<file path="src/rtl/hacd_pkg.sv">
// hacd_pkg: shared ATT status codes, entry layout and request/response packets
// for the Hawk ATT lookup path. Address width comes from `HACD_AXI4_ADDR_WIDTH.
`ifndef HACD_AXI4_ADDR_WIDTH
`define HACD_AXI4_ADDR_WIDTH 48
`endif

package hacd_pkg;

  localparam int AW    = `HACD_AXI4_ADDR_WIDTH;
  localparam int PPN_W = AW - 12;

  localparam logic [1:0] ST_DEALLOC    = 2'b00;
  localparam logic [1:0] ST_ALLOC      = 2'b01;
  localparam logic [1:0] ST_COMPRESSED = 2'b10;
  localparam logic [1:0] ST_RSVD       = 2'b11;

  localparam int ENT_STS_LSB = 0;
  localparam int ENT_PPA_LSB = 12;

  typedef enum logic [2:0] {
    S_IDLE     = 3'd0,
    S_READY    = 3'd1,
    S_RD_ATT   = 3'd2,
    S_WAIT_ATT = 3'd3,
    S_ALLOC_WR = 3'd4,
    S_WAIT_WR  = 3'd5
  } lkup_st_e;

  typedef struct packed {
    logic             lookup;
    logic [PPN_W-1:0] hppa;
    logic             zeroBlkWr;
  } att_lkup_reqpkt_t;

  typedef struct packed {
    logic [PPN_W-1:0] ppa;
    logic [1:0]       sts;
    logic             allow_access;
    logic             zeroBlkWr;
  } trnsl_reqpkt_t;

  function automatic logic [63:0] att_entry(
    input logic [PPN_W-1:0] ppn,
    input logic [1:0]       sts
  );
    logic [63:0] e;
    e = '0;
    e[ENT_PPA_LSB +: PPN_W] = ppn;
    e[ENT_STS_LSB +: 2]     = sts;
    return e;
  endfunction

  function automatic logic [PPN_W-1:0] att_ppa(
    input logic [63:0] e
  );
    return e[ENT_PPA_LSB +: PPN_W];
  endfunction

  function automatic logic [1:0] att_sts(
    input logic [63:0] e
  );
    return e[ENT_STS_LSB +: 2];
  endfunction

endpackage

</file>
<file path="src/rtl/hawk_att_lkup_resp_cache.sv">
// hawk_att_lkup_cache: one-entry last-translation cache {valid, hppa, ppa}.
// Ports: i_cap/i_lkup_hppa latch the request, i_fill/i_fill_ppa install it, o_hit/o_ppa.
`ifdef HAWK_ATT_LKUP_CACHE_EN
module hawk_att_lkup_cache
  import hacd_pkg::*;
(
  input  logic             clk_i,
  input  logic             rst_ni,
  input  logic             i_cap,
  input  logic [PPN_W-1:0] i_lkup_hppa,
  input  logic             i_fill,
  input  logic [PPN_W-1:0] i_fill_ppa,
  output logic             o_hit,
  output logic [PPN_W-1:0] o_ppa
);

  logic             r_valid;
  logic [PPN_W-1:0] r_hppa;
  logic [PPN_W-1:0] r_ppa;
  logic [PPN_W-1:0] r_pend_hppa;

  always_ff @(posedge clk_i or negedge rst_ni) begin
    if (!rst_ni) begin
      r_valid     <= 1'b0;
      r_hppa      <= '0;
      r_ppa       <= '0;
      r_pend_hppa <= '0;
    end else begin
      if (i_cap) r_pend_hppa <= i_lkup_hppa;
      if (i_fill) begin
        r_valid <= 1'b1;
        r_hppa  <= r_pend_hppa;
        r_ppa   <= i_fill_ppa;
      end
    end
  end

  assign o_hit = r_valid && (r_hppa == i_lkup_hppa);
  assign o_ppa = r_ppa;

endmodule
`endif

</file>
<file path="src/rtl/hawk_att_lkup_resp.sv">
// hawk_att_lkup_resp: reads/decodes the ATT entry per lookup, allocates from a
// linear free-page pointer. Ports: lookup req/resp, ATT rd/wr ports, lkup_state.
// Optional HAWK_ATT_LKUP_CACHE_EN adds a one-entry last-translation cache.
module hawk_att_lkup_resp
  import hacd_pkg::*;
#(
  parameter logic [AW-1:0]    ATT_BASE      = '0,
  parameter logic [PPN_W-1:0] HPPA_BASE     = PPN_W'('h80000),
  parameter logic [PPN_W-1:0] FREE_BASE_PPN = PPN_W'('h90000),
  parameter logic [PPN_W-1:0] FREE_END_PPN  = PPN_W'('h9FFFF)
) (
  input  logic             clk_i,
  input  logic             rst_ni,
  input  logic             init_list_done,
  input  att_lkup_reqpkt_t lkup_reqpkt,
  output logic             pgrd_mngr_ready,
  output trnsl_reqpkt_t    trnsl_reqpkt,
  output logic             rd_req_valid,
  input  logic             rd_req_ready,
  output logic [AW-1:0]    rd_req_addr,
  input  logic             rd_rsp_valid,
  input  logic [63:0]      rd_rsp_data,
  output logic             wr_req_valid,
  input  logic             wr_req_ready,
  output logic [AW-1:0]    wr_req_addr,
  output logic [63:0]      wr_req_data,
  input  logic             wr_done,
  output logic [2:0]       lkup_state
);

  lkup_st_e         r_state;
  logic             r_ready;
  logic             r_rd_valid;
  logic             r_wr_valid;
  logic [AW-1:0]    r_rd_addr;
  logic [AW-1:0]    r_wr_addr;
  logic [63:0]      r_wr_data;
  trnsl_reqpkt_t    r_trnsl;
  logic             r_zblk;
  // one extra bit so the pointer can sit at FREE_END_PPN+1 when exhausted
  logic [PPN_W:0]   r_free_ppn;

  logic [PPN_W-1:0] w_idx;
  logic [AW-1:0]    w_rd_addr;
  logic [1:0]       w_ent_sts;
  logic [PPN_W-1:0] w_ent_ppa;
  logic             w_pool_empty;
  logic             w_hit;
  logic [PPN_W-1:0] w_hit_ppa;

  assign w_idx        = lkup_reqpkt.hppa - HPPA_BASE;
  assign w_rd_addr    = ATT_BASE + AW'({w_idx, 3'b000});
  assign w_ent_sts    = att_sts(rd_rsp_data);
  assign w_ent_ppa    = att_ppa(rd_rsp_data);
  assign w_pool_empty = r_free_ppn > {1'b0, FREE_END_PPN};

`ifdef HAWK_ATT_LKUP_CACHE_EN
  logic             w_cap;
  logic             w_fill;
  logic [PPN_W-1:0] w_fill_ppa;

  assign w_cap  = (r_state == S_READY) && lkup_reqpkt.lookup;
  assign w_fill =
    ((r_state == S_WAIT_ATT) && rd_rsp_valid &&
     (w_ent_sts == ST_ALLOC)) ||
    ((r_state == S_WAIT_WR) && wr_done);
  assign w_fill_ppa = (r_state == S_WAIT_WR) ?
                      r_free_ppn[PPN_W-1:0] : w_ent_ppa;

  hawk_att_lkup_cache u_cache (
    .clk_i       (clk_i),
    .rst_ni      (rst_ni),
    .i_cap       (w_cap),
    .i_lkup_hppa (lkup_reqpkt.hppa),
    .i_fill      (w_fill),
    .i_fill_ppa  (w_fill_ppa),
    .o_hit       (w_hit),
    .o_ppa       (w_hit_ppa)
  );
`else
  assign w_hit     = 1'b0;
  assign w_hit_ppa = '0;
`endif

  always_ff @(posedge clk_i or negedge rst_ni) begin
    if (!rst_ni) begin
      r_state    <= S_IDLE;
      r_ready    <= 1'b0;
      r_rd_valid <= 1'b0;
      r_wr_valid <= 1'b0;
      r_rd_addr  <= '0;
      r_wr_addr  <= '0;
      r_wr_data  <= '0;
      r_trnsl    <= '0;
      r_zblk     <= 1'b0;
      r_free_ppn <= {1'b0, FREE_BASE_PPN};
    end else begin
      r_trnsl.allow_access <= 1'b0;
      unique case (r_state)
        S_IDLE: begin
          if (init_list_done) begin
            r_ready <= 1'b1;
            r_state <= S_READY;
          end
        end
        S_READY: begin
          if (lkup_reqpkt.lookup) begin
            r_zblk <= lkup_reqpkt.zeroBlkWr;
            if (w_hit) begin
              // cached hit: answer now, stay ready
              r_trnsl.ppa          <= w_hit_ppa;
              r_trnsl.sts          <= ST_ALLOC;
              r_trnsl.allow_access <= 1'b1;
              r_trnsl.zeroBlkWr    <= lkup_reqpkt.zeroBlkWr;
            end else begin
              r_ready    <= 1'b0;
              r_rd_valid <= 1'b1;
              r_rd_addr  <= w_rd_addr;
              r_state    <= S_RD_ATT;
            end
          end
        end
        S_RD_ATT: begin
          if (rd_req_ready) begin
            r_rd_valid <= 1'b0;
            r_state    <= S_WAIT_ATT;
          end
        end
        S_WAIT_ATT: begin
          if (rd_rsp_valid) begin
            unique case (1'b1)
              (w_ent_sts == ST_ALLOC): begin
                r_trnsl.ppa          <= w_ent_ppa;
                r_trnsl.sts          <= ST_ALLOC;
                r_trnsl.allow_access <= 1'b1;
                r_trnsl.zeroBlkWr    <= r_zblk;
                r_ready              <= 1'b1;
                r_state              <= S_READY;
              end
              (w_ent_sts == ST_COMPRESSED): begin
                r_trnsl.sts       <= ST_COMPRESSED;
                r_trnsl.zeroBlkWr <= r_zblk;
                r_ready           <= 1'b1;
                r_state           <= S_READY;
              end
              (w_ent_sts == ST_DEALLOC) && !w_pool_empty: begin
                r_wr_valid <= 1'b1;
                r_wr_addr  <= r_rd_addr;
                r_wr_data  <= att_entry(r_free_ppn[PPN_W-1:0],
                                        ST_ALLOC);
                r_state    <= S_ALLOC_WR;
              end
              default: begin
                // exhausted pool or reserved entry
                r_trnsl.sts       <= ST_RSVD;
                r_trnsl.zeroBlkWr <= r_zblk;
                r_ready           <= 1'b1;
                r_state           <= S_READY;
              end
            endcase
          end
        end
        S_ALLOC_WR: begin
          if (wr_req_ready) begin
            r_wr_valid <= 1'b0;
            r_state    <= S_WAIT_WR;
          end
        end
        S_WAIT_WR: begin
          if (wr_done) begin
            r_trnsl.ppa          <= r_free_ppn[PPN_W-1:0];
            r_trnsl.sts          <= ST_ALLOC;
            r_trnsl.allow_access <= 1'b1;
            r_trnsl.zeroBlkWr    <= r_zblk;
            r_free_ppn           <= r_free_ppn + 1'b1;
            r_ready              <= 1'b1;
            r_state              <= S_READY;
          end
        end
        default: r_state <= S_IDLE;
      endcase
    end
  end

  assign pgrd_mngr_ready = r_ready;
  assign trnsl_reqpkt    = r_trnsl;
  assign rd_req_valid    = r_rd_valid;
  assign rd_req_addr     = r_rd_addr;
  assign wr_req_valid    = r_wr_valid;
  assign wr_req_addr     = r_wr_addr;
  assign wr_req_data     = r_wr_data;
  assign lkup_state      = r_state;

endmodule

</file>
<file path="config.mk">
export PLATFORM = sky130hd
export DESIGN_NAME = hawk_att_lkup_resp
export DESIGN_NICKNAME = d
export VERILOG_FILES = /design/src/rtl/hacd_pkg.sv /design/src/rtl/hawk_att_lkup_resp_cache.sv /design/src/rtl/hawk_att_lkup_resp.sv
export SDC_FILE = /design/constraint.sdc
export NUM_CORES = 1
export LEC_CHECK = 0
export ABC_AREA = 1
export BUFFER_PORTS_ARGS = -buffer_cell sky130_fd_sc_hd__buf_2
export CORE_ASPECT_RATIO = 1.25
export CORE_MARGIN = 1
export CORE_UTILIZATION = 45
export CTS_CLUSTER_DIAMETER = 30
export DETAILED_ROUTE_END_ITERATION = 16
export GPL_ROUTABILITY_DRIVEN = 0
export PLACE_DENSITY = 0.77
export SYNTH_ARGS = -nofsm -noshare
export SYNTH_HDL_FRONTEND = slang
export SYNTH_HIERARCHICAL = 1
export SYNTH_SLANG_ARGS = --single-unit
</file>
<file path="constraint.sdc">
create_clock -name clk_i -period 3.85 [get_ports clk_i]
set_clock_uncertainty 0.05 [all_clocks]
set_input_delay 0.385 -clock clk_i [delete_from_list [all_inputs] [get_ports clk_i]]
set_output_delay 0.385 -clock clk_i [all_outputs]
set_load 0.02 [all_outputs]
</file>
==> summary.md <==
| Metric | Value |
|---|---|
| Status | finished clean |
| Post-Synthesis Cell Area | 8967 sq um |
| Final setup fails | 0 |
| Placed cells | 1540 |
| WP buf/inv | 2 |
| Reg clk slew, reported paths | 0.07 ns |
| Synth Area in Compound Gates | between 8 and 9% |
| Max Buffers Root-to-Sink | 2 |
| H-tree Lvls | 4 |
| Synthesized instance count | around 1100 |
| Setup crit start | r_free_ppn[1]$_DFFE_PN0P_ |
| CP cell instances | ha_1 > nand3_1 > inv_1 > nand2_1 > nor2_1 > nand3_1 > nand2_1 > nand3_4 > buf_12 > nand2_1 > o21ai_0 |
| Initial antenna violation count | 0 |
| CP most frequent cell | nand2_1 |
| Asr flop ratio synth | 100.0% |
| CTS tree | built |
| Via count | 7493 |
| Final wirelength | 21220 microns |
| Tot Pwr | 6471 uW |
| Final non-filler cell total | 1572 |
| Detailed Place HPWL | 15560 microns |
| Crit Path Class | reg2reg |
| Synth Area in Simple Gates | 20.97% |
| Multiplexer share of the synthesized area | 0% |
| Register area share after synthesis | 53.89% |
| Synth warn | 6 |
| Period minus WS final | 2.651 ns |
| TritonCTS Sinks | 193 |
| Post-synth EDFFs | 0 |
| CP endpoint kind | register |
| Crit path largest cell delay | 0.46 ns |
| Initial Utilization | 46.06% |
| Most used DFF post-synth | dfrtp_1 |
| FF-to-FF Start | r_free_ppn[1]$_DFFE_PN0P_ |
| Die Width | 128.3 microns |
| Post-synth top cells | nand2_1, dfrtp_1, inv_1 |
| Setup Buffers After CTS | 0 |
| Post-synth top area share | a little over half |
| Largest net degree at the start of global routing | 112 |
| Buffers on Ports | 237 |
| Worst slew pin tran | 0.9074 ns |
| Crit path max-delay family | simple AND/OR/NAND/NOR gates |
| RSZ-0062 raised after global routing | false |
| Initial drt markers | 384 |
| Clock insertion delay at the later pin of the skew report | roughly 0.43 ns |
| Final setup TNS | 0 ns |
| Cell taking the most area after synthesis | dfrtp_1 |
| TritonRoute pass-1 iters | 6 |
| Power per standard cell area | 599.0 nW/um^2 |
| Clock root cell | clkbuf_16 |
| Routed vias/inst | 4.767 |
| Synth-to-layout area growth | 20.47% |
| Vias in the first global route | slightly above 7000 |
| Max-Cap Viols | 0 |
| DR WL/cell | 13.50 microns |
| Final hold vios | 0 |
| Yosys reg bits | 193 |
| Slew headroom | 39.51% |
| Full die area | 20500 sq um |
| Synth area leaders | dfrtp_1, nand2_1, o21ai_0 |
| First-pass GRT wire length | 34650 microns |
| Layout cells sized above 1 | 22.26% |
| Post-Synth XOR/XNOR Area | 4.200% |
| DRC viols | 0 |
| Detail Route Antenna Nets | 0 |
| Max Slew Vio Count | 0 |
| WP data arrival | 2.90 ns |
| # rows | 57 |
| Worst-path maximum fanout | 78 |
| Core ar. | 19470 sq um |
| Pleak | 0.005787 uW |
| Final-stage net count | about 1400 |
| Antenna Cells | 0 |
| Largest family of logic cells by synthesized area | simple AND/OR/NAND/NOR gates |
| Adder-cell share of the synthesized area | 0.2791% |
| Total track usage | a little over a fifth |
| Tightest Hold Check Type | in2async |
| Synth cell types | 33 |
| Fin crit share | 68.86% |
| IO Count | 315 |
| Most common cell in the netlist | nand2_1 |
| VDD IR max | 0.0003546 V |
| Required @ worst endpoint | between 4 and 5 ns |
| Fmax | 377.2 MHz |
| Congestion Overflow GR | 0 |
| Post-CTS Resized | 0 |
| Die height | roughly 160 microns |
| Num CTS Buffers | 17 |
| Post-CTS Hold Buffers | 0 |
| Crit path max-delay cell type | nand3_4 |
| Setup crit start kind | register |
| Syn Area/Cell | between 8 and 9 sq um |
## final cells by class
cell class,instances,area (sq um)
sequential,193,4832
inverter,128,480.5
timing repair buffer,245,1280
clock inverter,13,150.1
multi-input combinational,709,3286
tap,265,331.6
fill,1847,8667
clock buffer,19,442.9
## cell families after synthesis
group                    Yosys count
buffers and inverters            218
adder cells (fa/ha/maj)            2
AO/OA/AOI/OAI                    146
AND/OR/NAND/NOR                  467
XOR/XNOR                          43
flip-flops                       193
other                              1
## metal layers
metal | GRT usage (%) | up-vias | share of wire [%]
met2 | 36.71 | 264 | 51
met5 | 0 | - | 0
met4 | 7.166 | 0 | 1.9
li1 | - | 3691 | -
met1 | 26.18 | 3504 | 41
met3 | 5.561 | 34 | 6.7
## report_power, final
part / internal (uW) / total (uW) / switching (uW)
combinational: 633 / 1960 / 1330
sequential: 2470 / 2720 / 253
clock: 989 / 1790 / 802
## cells in the final DEF (no fill, tap or decap), types with 4 or more instances in the layout
| master | count |
|---|---|
| nand3_1 | 25 |
| inv_1 | 124 |
| inv_6 | 4 |
| nor2_1 | 105 |
| xor2_1 | 37 |
| dfrtp_1 | 191 |
| conb_1 | 51 |
| a21oi_1 | 5 |
| nand4_1 | 9 |
| clkbuf_16 | 17 |
| nand2_1 | 297 |
| o21ai_0 | 98 |
| buf_2 | 236 |
| nor3_1 | 17 |
| a31oi_1 | 36 |
| buf_4 | 6 |
| xnor2_1 | 6 |
## worst register-to-register path, delay by kind of cell (launching register included)
family	cells	cell delay (ns)
and+or+nand+nor	7	1.23
buffers and inverters	2	0.56
DFF	1	0.40
adders and majority gates	1	0.19
AOI/OAI and AO/OA	1	0.09
## through the flow
stage | cell area [sq um] | hold WS [ns] | utilization, % | worst slack [ns]
after floorplan | 9155 | 0.03941 | - | 1.992
after global placement | 10210 | 0.3943 | 52.44 | 1.288
after detailed placement | 10210 | 0.3966 | 52.44 | 1.186
after CTS | 10800 | 0.05921 | 55.48 | 1.172
after global routing | 10800 | 0.09394 | 55.48 | 0.9087
final | 10800 | 0.01245 | 55.48 | 1.199
## state kept, by name (all words and copies together), names as in the netlist
register,flops
pgrd_mngr_ready,1
rd_req_valid,1
trnsl_reqpkt,40
r_zblk,1
r_free_ppn,37
rd_req_addr,36
wr_req_data,37
lkup_state,3
wr_req_valid,1
wr_req_addr,36
## worst paths after layout
check | to | slack (ns) | depth (start not counted)
max | wr_req_addr[34]$_DFFE_PN0P_ | 1.20 | 11
min | trnsl_reqpkt[5]$_DFFE_PN0P_ | 0.01 | 1
max reg2reg | wr_req_addr[34]$_DFFE_PN0P_ | 1.20 | 11
min reg2reg | wr_req_data[46]$_DFFE_PN0P_ | 0.41 | 2
max in group asynchronous | r_free_ppn[24]$_DFFE_PN0P_ | 2.87 | 2
min in group clk_i | rd_req_addr[3]$_DFFE_PN0P_ | 0.11 | 3
No activity file was read; power rests on OpenSTA's default activity.
